<file path="src/rtl/ext_out_port_if.sv">
// Bundle between the datapath output-write side and the external consumer.
// The slave modport is the port's view; master is the driver/consumer view.
interface ext_out_port_if #(
    parameter int unsigned DATA_WIDTH = 16,
    parameter int unsigned DEPTH      = 4
);
    localparam int unsigned CountWidth = $clog2(DEPTH) + 1;

    logic                  out_write;
    logic [DATA_WIDTH-1:0] data_in;
    logic                  out_full;
    logic [DATA_WIDTH-1:0] ext_out;
    logic                  ext_valid;
    logic                  ext_ready;
    logic [CountWidth-1:0] count;
    logic                  overflow;

    modport slave (
        input  out_write,
        input  data_in,
        input  ext_ready,
        output out_full,
        output ext_out,
        output ext_valid,
        output count,
        output overflow
    );

    modport master (
        output out_write,
        output data_in,
        output ext_ready,
        input  out_full,
        input  ext_out,
        input  ext_valid,
        input  count,
        input  overflow
    );
endinterface

</file>
<file path="src/rtl/ext_out_port.sv">
// Datapath output port: buffers written words in a small circular FIFO and
// presents them to an external consumer over a valid/ready handshake.
module ext_out_port #(
    parameter int unsigned DATA_WIDTH = 16,
    parameter int unsigned DEPTH      = 4
) (
    input logic           clk,
    input logic           rst_n,
    ext_out_port_if.slave port_io
);
    localparam int unsigned PtrWidth   = $clog2(DEPTH);
    localparam int unsigned CountWidth = PtrWidth + 1;
    localparam logic [CountWidth-1:0] FullCount = CountWidth'(DEPTH);

    logic [DATA_WIDTH-1:0] mem_q [DEPTH];
    logic [PtrWidth-1:0]   wr_ptr_q, wr_ptr_d;
    logic [PtrWidth-1:0]   rd_ptr_q, rd_ptr_d;
    logic [CountWidth-1:0] count_q, count_d;
    logic                  overflow_q, overflow_d;

    logic full;
    logic valid;
    logic push;
    logic pop;

    assign full  = (count_q == FullCount);
    assign valid = (count_q != '0);
    // Fullness is judged on the current count, so a pop in the same cycle
    // does not make room for a write.
    assign push  = port_io.out_write && !full;
    assign pop   = valid && port_io.ext_ready;

    always_comb begin
        wr_ptr_d   = wr_ptr_q;
        rd_ptr_d   = rd_ptr_q;
        count_d    = count_q;
        overflow_d = overflow_q;

        if (push) begin
            wr_ptr_d = wr_ptr_q + 1'b1;
        end
        if (pop) begin
            rd_ptr_d = rd_ptr_q + 1'b1;
        end
        unique case ({push, pop})
            2'b10:   count_d = count_q + 1'b1;
            2'b01:   count_d = count_q - 1'b1;
            default: count_d = count_q;
        endcase
        if (port_io.out_write && full) begin
            overflow_d = 1'b1;
        end
    end

    always_ff @(posedge clk or negedge rst_n) begin
        if (!rst_n) begin
            wr_ptr_q   <= '0;
            rd_ptr_q   <= '0;
            count_q    <= '0;
            overflow_q <= 1'b0;
        end else begin
            wr_ptr_q   <= wr_ptr_d;
            rd_ptr_q   <= rd_ptr_d;
            count_q    <= count_d;
            overflow_q <= overflow_d;
        end
    end

    // Storage is not reset; occupancy alone decides what is visible.
    always_ff @(posedge clk) begin
        if (push) begin
            mem_q[wr_ptr_q] <= port_io.data_in;
        end
    end

    assign port_io.out_full  = full;
    assign port_io.ext_valid = valid;
    assign port_io.ext_out   = valid ? mem_q[rd_ptr_q] : '0;
    assign port_io.count     = count_q;
    assign port_io.overflow  = overflow_q;
endmodule

</file>
<file path="src/flat_wrapper.sv">
// flat-port wrapper written by rule: the top's interface ports become plain ports
module ext_out_port_flat 
#(
    parameter int unsigned DATA_WIDTH = 16,
    parameter int unsigned DEPTH      = 4
)
  (clk, rst_n, port_io_out_write, port_io_data_in, port_io_ext_ready, port_io_out_full, port_io_ext_out, port_io_ext_valid, port_io_count, port_io_overflow);
  ext_out_port_if #(.DATA_WIDTH(DATA_WIDTH), .DEPTH(DEPTH)) port_io_i ();
  input logic clk;
  input logic rst_n;
  input wire logic [$bits(port_io_i.out_write)-1:0] port_io_out_write;
  input wire logic [$bits(port_io_i.data_in)-1:0] port_io_data_in;
  input wire logic [$bits(port_io_i.ext_ready)-1:0] port_io_ext_ready;
  output wire logic [$bits(port_io_i.out_full)-1:0] port_io_out_full;
  output wire logic [$bits(port_io_i.ext_out)-1:0] port_io_ext_out;
  output wire logic [$bits(port_io_i.ext_valid)-1:0] port_io_ext_valid;
  output wire logic [$bits(port_io_i.count)-1:0] port_io_count;
  output wire logic [$bits(port_io_i.overflow)-1:0] port_io_overflow;
  assign port_io_i.out_write = port_io_out_write;
  assign port_io_i.data_in = port_io_data_in;
  assign port_io_i.ext_ready = port_io_ext_ready;
  assign port_io_out_full = port_io_i.out_full;
  assign port_io_ext_out = port_io_i.ext_out;
  assign port_io_ext_valid = port_io_i.ext_valid;
  assign port_io_count = port_io_i.count;
  assign port_io_overflow = port_io_i.overflow;
  ext_out_port #(.DATA_WIDTH(DATA_WIDTH), .DEPTH(DEPTH)) u_core (.clk(clk), .rst_n(rst_n), .port_io(port_io_i));
endmodule
</file>
<file path="config.mk">
export PLATFORM = sky130hd
export DESIGN_NAME = ext_out_port_flat
export DESIGN_NICKNAME = d
export VERILOG_FILES = /design/src/rtl/ext_out_port_if.sv /design/src/rtl/ext_out_port.sv /design/src/flat_wrapper.sv
export SDC_FILE = /design/constraint.sdc
export NUM_CORES = 1
export LEC_CHECK = 0
export ABC_AREA = 1
export BUFFER_PORTS_ARGS = -buffer_cell sky130_fd_sc_hd__buf_4
export CAP_MARGIN = 40
export CORE_MARGIN = 3
export CORE_UTILIZATION = 30
export CTS_CLUSTER_DIAMETER = 150
export DETAILED_ROUTE_END_ITERATION = 10
export PLACE_DENSITY = 0.58
export SYNTH_ARGS = -nofsm -noshare
export SYNTH_HDL_FRONTEND = slang
export SYNTH_SLANG_ARGS = --single-unit
</file>
<file path="constraint.sdc">
create_clock -name clk -period 1.9 [get_ports clk]
set_input_delay 0.38 -clock clk [delete_from_list [all_inputs] [get_ports clk]]
set_output_delay 0.38 -clock clk [all_outputs]
set_load 0.1 [all_outputs]
</file>
---- Word level (Yosys, flattened, before mapping) ----
Memories as Yosys holds them, arrays and structs flattened.
Index checks and enable logic that the tools add are counted.
storage, ports and cells
  logic and storage cells ................. 22
  bits of input ports ..................... 20
  output and inout bits ................... 22
  bits in writable memories ............... 64
  memories ................................ 1
  register bits ........................... 8
memories
  name          words  width  rd ports  clocked after Yosys merged registers in  write ports  line                text
  u_core.mem_q  4      16     1         0                                        1            ext_out_port.sv:15  logic [DATA_WIDTH-1:0] mem_q [DEPTH];
operators by class
  add/sub/neg operators ................... 4
  eq/ne operators ......................... 3
  mux-type cells .......................... 4
  reduce and logical (&&, ||, !) cells .... 6
operators with widths
  kind                                                                number
  16-bit 2-to-1 mux                                                   1
  3-bit case mux with 2 select lines                                  1
  2-bit by 1-bit adder with 2-bit output, second input constant       2
  3-bit by 1-bit adder with 3-bit output, second input constant       1
  3-bit == test, second input constant                                1
  1-bit logical AND                                                   3
  3-bit nonzero test                                                  1
  3-bit by 1-bit subtractor with 3-bit output, second input constant  1
  2-bit by 1-bit == test with 1-bit output, second input constant     1
  2-bit == test, second input constant                                1
  1-bit 2-to-1 mux                                                    2
  2-bit nonzero test                                                  1
  1-bit zero test                                                     1

---- Logic depth before layout (Yosys ltp) ----
  word-level depth ........................ 5
  gate-level depth with buffers ........... 12
  depth with buffers taken out ............ 12

---- Worst setup path after synthesis ----
Ideal clock, no wire load.
  path kind ............................... reg2out
  from .................................... reg u_core.count_q[0], in the netlist u_core.port_io.count[0]
  to ...................................... out port_io_ext_out[11]
  arrival time ............................ 3.369 ns
  buffers on the path ..................... 1
  stages on the path, launching flop included .. 6
  required time ........................... 1.520 ns
  slack ................................... -1.849 ns
  cell sequence ........................... dfrtp_1 inv_2 nand3_2 inv_2 buf_6 a21oi_1
on the way
  word-level cells in the longest chain between the ends .. 2
ends and longest elaborated chain
  element                   line                text
  start: declaration        ext_out_port.sv:18  logic [CountWidth-1:0] count_q, count_d;
  start signal: assignment  ext_out_port.sv:64  count_q <= count_d;
  3-bit nonzero test        ext_out_port.sv:27  assign valid = (count_q != '0);
  net port_io_ext_valid     flat_wrapper.sv:16  output wire logic [$bits(port_io_i.ext_valid)-1:0] port_io_ext_valid;
  16-bit 2-to-1 mux         ext_out_port.sv:78  assign port_io.ext_out = valid ? mem_q[rd_ptr_q] : '0;
  end: declaration          flat_wrapper.sv:15  output wire logic [$bits(port_io_i.ext_out)-1:0] port_io_ext_out;
The timed path passes the listed nets, and every way through them passes these cells.

---- Worst setup path after layout ----
  from .................................... reg u_core.rd_ptr_q[0]
  to ...................................... out port_io_ext_out[13]
on the way
  word-level cells in the longest chain between the ends .. 2
ends and longest elaborated chain
  element                   line                text
  start: declaration        ext_out_port.sv:17  logic [PtrWidth-1:0] rd_ptr_q, rd_ptr_d;
  start signal: assignment  ext_out_port.sv:63  rd_ptr_q <= rd_ptr_d;
  memory read 4 x 16 bit    --
  16-bit 2-to-1 mux         ext_out_port.sv:78
No other way between the ends.

==> impl_metrics.tcl <==
set metrics [dict create \
    status "complete, but fails checks" \
    violations "setup timing" \
    critPathBufInv 2 \
    path_max_fanout 12 \
    critPathTopFamily "flip-flops" \
    cp_data_arrival_time_ns 1.58 \
    instances_no_fill 511 \
    fp.dieW_um 112 \
    finalClockSkew_ns 0.0107 \
    routed_wl_um 6800 \
    grt_pass1_vias 2218 \
    final_common_cell "inv_1" \
    critical_path.startpoint_type "register" \
    die_h_um 112 \
    mostFrequentLayoutCells "inv_1 (72), edfxtp_1 (64), nand2_1 (59), buf_4 (37), nand3_2 (21)" \
    min_period_ns 1.96 \
    maxSlewViolCount 0 \
    slew_headroom_pct 81.0 \
    dr.first_iter.drc_count 61 \
    insertion_delay_ns 0.34 \
    place_congestion 0.747 \
    dp_hpwl_um 4440 \
    synth_area_leader_cell "edfxtp_1" \
    grt.overflow.total 0 \
    ant_nets 0 \
    die_area_sq_um 12500 \
    setup_ws_ns -0.0605 \
    path_cells "buf_6 > nand2_1 > nand3_1 > a21oi_4 > buf_12" \
    via_per_inst 4.20 \
    placed_cell_area_sq_um 4040 \
    min_period_over_period_pct 103 \
    core_sq_um 10600 \
    via_count 2145 \
    cts_sinks 72 \
    setup_tns_ns -0.642 \
    ys_types 21 \
    max-cap-violations 0 \
    cts_tree "built" \
    slowest_stage "dfrtp_2" \
    rsz0062_at_grt "yes" \
    placed_cells 493 \
    synth_area_leaders "edfxtp_1 (57%), inv_1 (8.4%), nand2_1 (7.6%)" \
    slowest_delay_ns 0.48 \
    fmax_mhz 510 \
    synth_area_sq_um 3350 \
    synth_seq_cells 72 \
    grt_pass1_wl_um 11200 \
    ios 42 \
    n_antenna_cell 0 \
    wl_met1_um 2910 \
    grt_start_max_net_pins 34 \
    place_ws_ns 0.114 \
    hold_class "in2reg" \
    cts_root_buf "clkbuf_8" \
    syn_area_per_cell_sq_um 10.7 \
    worstSetupEndpointType "output port" \
    synth_fp_nets 338 \
    hold_viol 0 \
    setup_viol 16 \
    wl_met2_um 3540 \
    wl_per_cell_um 13.3 \
    drcViolationCount 0 \
    io_buffers 41 \
    drive_gt1_share_pct 39.5 \
    finish.instance_area_sq_um 4610 \
    post_cts_buffers 0 \
    grt_antenna_before_repair 0 \
    worstMarginPinSlew_ns 0.288 \
    start_util_pct 31.6 \
    fp-row-count 37 \
    synth_warnings 0 \
    grt.total_usage_pct 11.5 \
    cts_made_buffers 9 \
    synthCells 312 \
    cts_max_level 3 \
    path_class "reg2out" \
    clock_path_buffers 2 \
    highest_layer "met4" \
    firstDrtPassIters 4 \
    ys_seq_area_share_pct 63.3 \
    synth.top_cell.area_share_pct 57.3 \
    area_delta_synth_final_pct 37.7 \
    required_ns 1.52 \
    finalNetCount 396 \
    clk_pin_slew_ns 0.08 \
    met3_length_um 216 \
]
==> sequential cells by signal (all words and copies together), names as in the netlist <==
register                 count
u_core.mem_q                64
u_core.port_io.count         3
u_core.port_io.overflow      1
u_core.rd_ptr_q              2
u_core.wr_ptr_q              2
==> Yosys cell counts (all sizes together) <==
cell / number
a21o: 1
a21oi: 16
buf: 11
dfrtp: 8
edfxtp: 64
fa: 1
ha: 5
inv: 81
nand2: 78
nand3: 38
nand4: 1
nor2: 4
o21ai: 2
xnor2: 2
==> path summary, 6_finish.rpt <==
| check | slack [ns] | from | cells after the start | endpoint |
|---|---|---|---|---|
| worst max-delay path | -0.06 | u_core.rd_ptr_q[0]$_DFFE_PN0P_ | 5 | port_io_ext_out[13] |
| worst min-delay path | 0.23 | port_io_data_in[11] | 1 | u_core.mem_q[3][11]$_DFFE_PP_ |
| worst max register to register | 0.10 | u_core.port_io.count[2]$_DFFE_PN0P_ | 8 | u_core.port_io.count[1]$_DFFE_PN0P_ |
| worst min register to register | 0.47 | u_core.port_io.overflow$_DFFE_PN0P_ | 1 | u_core.port_io.overflow$_DFFE_PN0P_ |
| max in group asynchronous | 1.37 | rst_n | 2 | u_core.port_io.count[1]$_DFFE_PN0P_ |
| min in group asynchronous | 0.38 | rst_n | 2 | u_core.wr_ptr_q[0]$_DFFE_PN0P_ |
==> area by class of cell <==
type,instances,area (sq um)
fill,963,5990
sequential,72,2140
multi-input combinational,148,1070
timing repair buffer,57,659
inverter,81,340
tap,136,170
clock buffer,10,128
clock inverter,6,108
timing repair inverter,1,6.26
==> per-layer routing <==
metal	up-vias	track usage [%]
li1	1094	-
met1	996	13.7
met2	45	20.2
met3	10	1.79
met4	0	5.60
met5	-	0
==> per-stage QoR <==
stage	hold WS, ns	utilization (%)
after CTS	0.214	42.8
after floorplan	0.0844	-
after detailed placement	0.211	38.1
after global routing	0.226	43.5
final	0.234	43.5
after global placement	0.211	38.1
==> repair_timing <==
item,in CTS,in global routing
endpoints found under the setup margin,17,18
hold buffers,1,0
gates cloned,1,0
resized for setup,63,21
endpoints found under the hold margin,8,0
pin swaps,3,2
==> kinds of logic after synthesis <==
| kind of cell | synth area share [%] |
|---|---|
| adders and majority gates | 2.46 |
| AOI/OAI and AO/OA | 4.03 |
| DFF | 63.3 |
| xor gates and xnor gates | 0.523 |
| buffers and inverters | 12.2 |
| and+or+nand+nor | 17.4 |
Power is not shown: default switching activity piles up to over one toggle a cycle in this logic, so the estimate is an artifact.
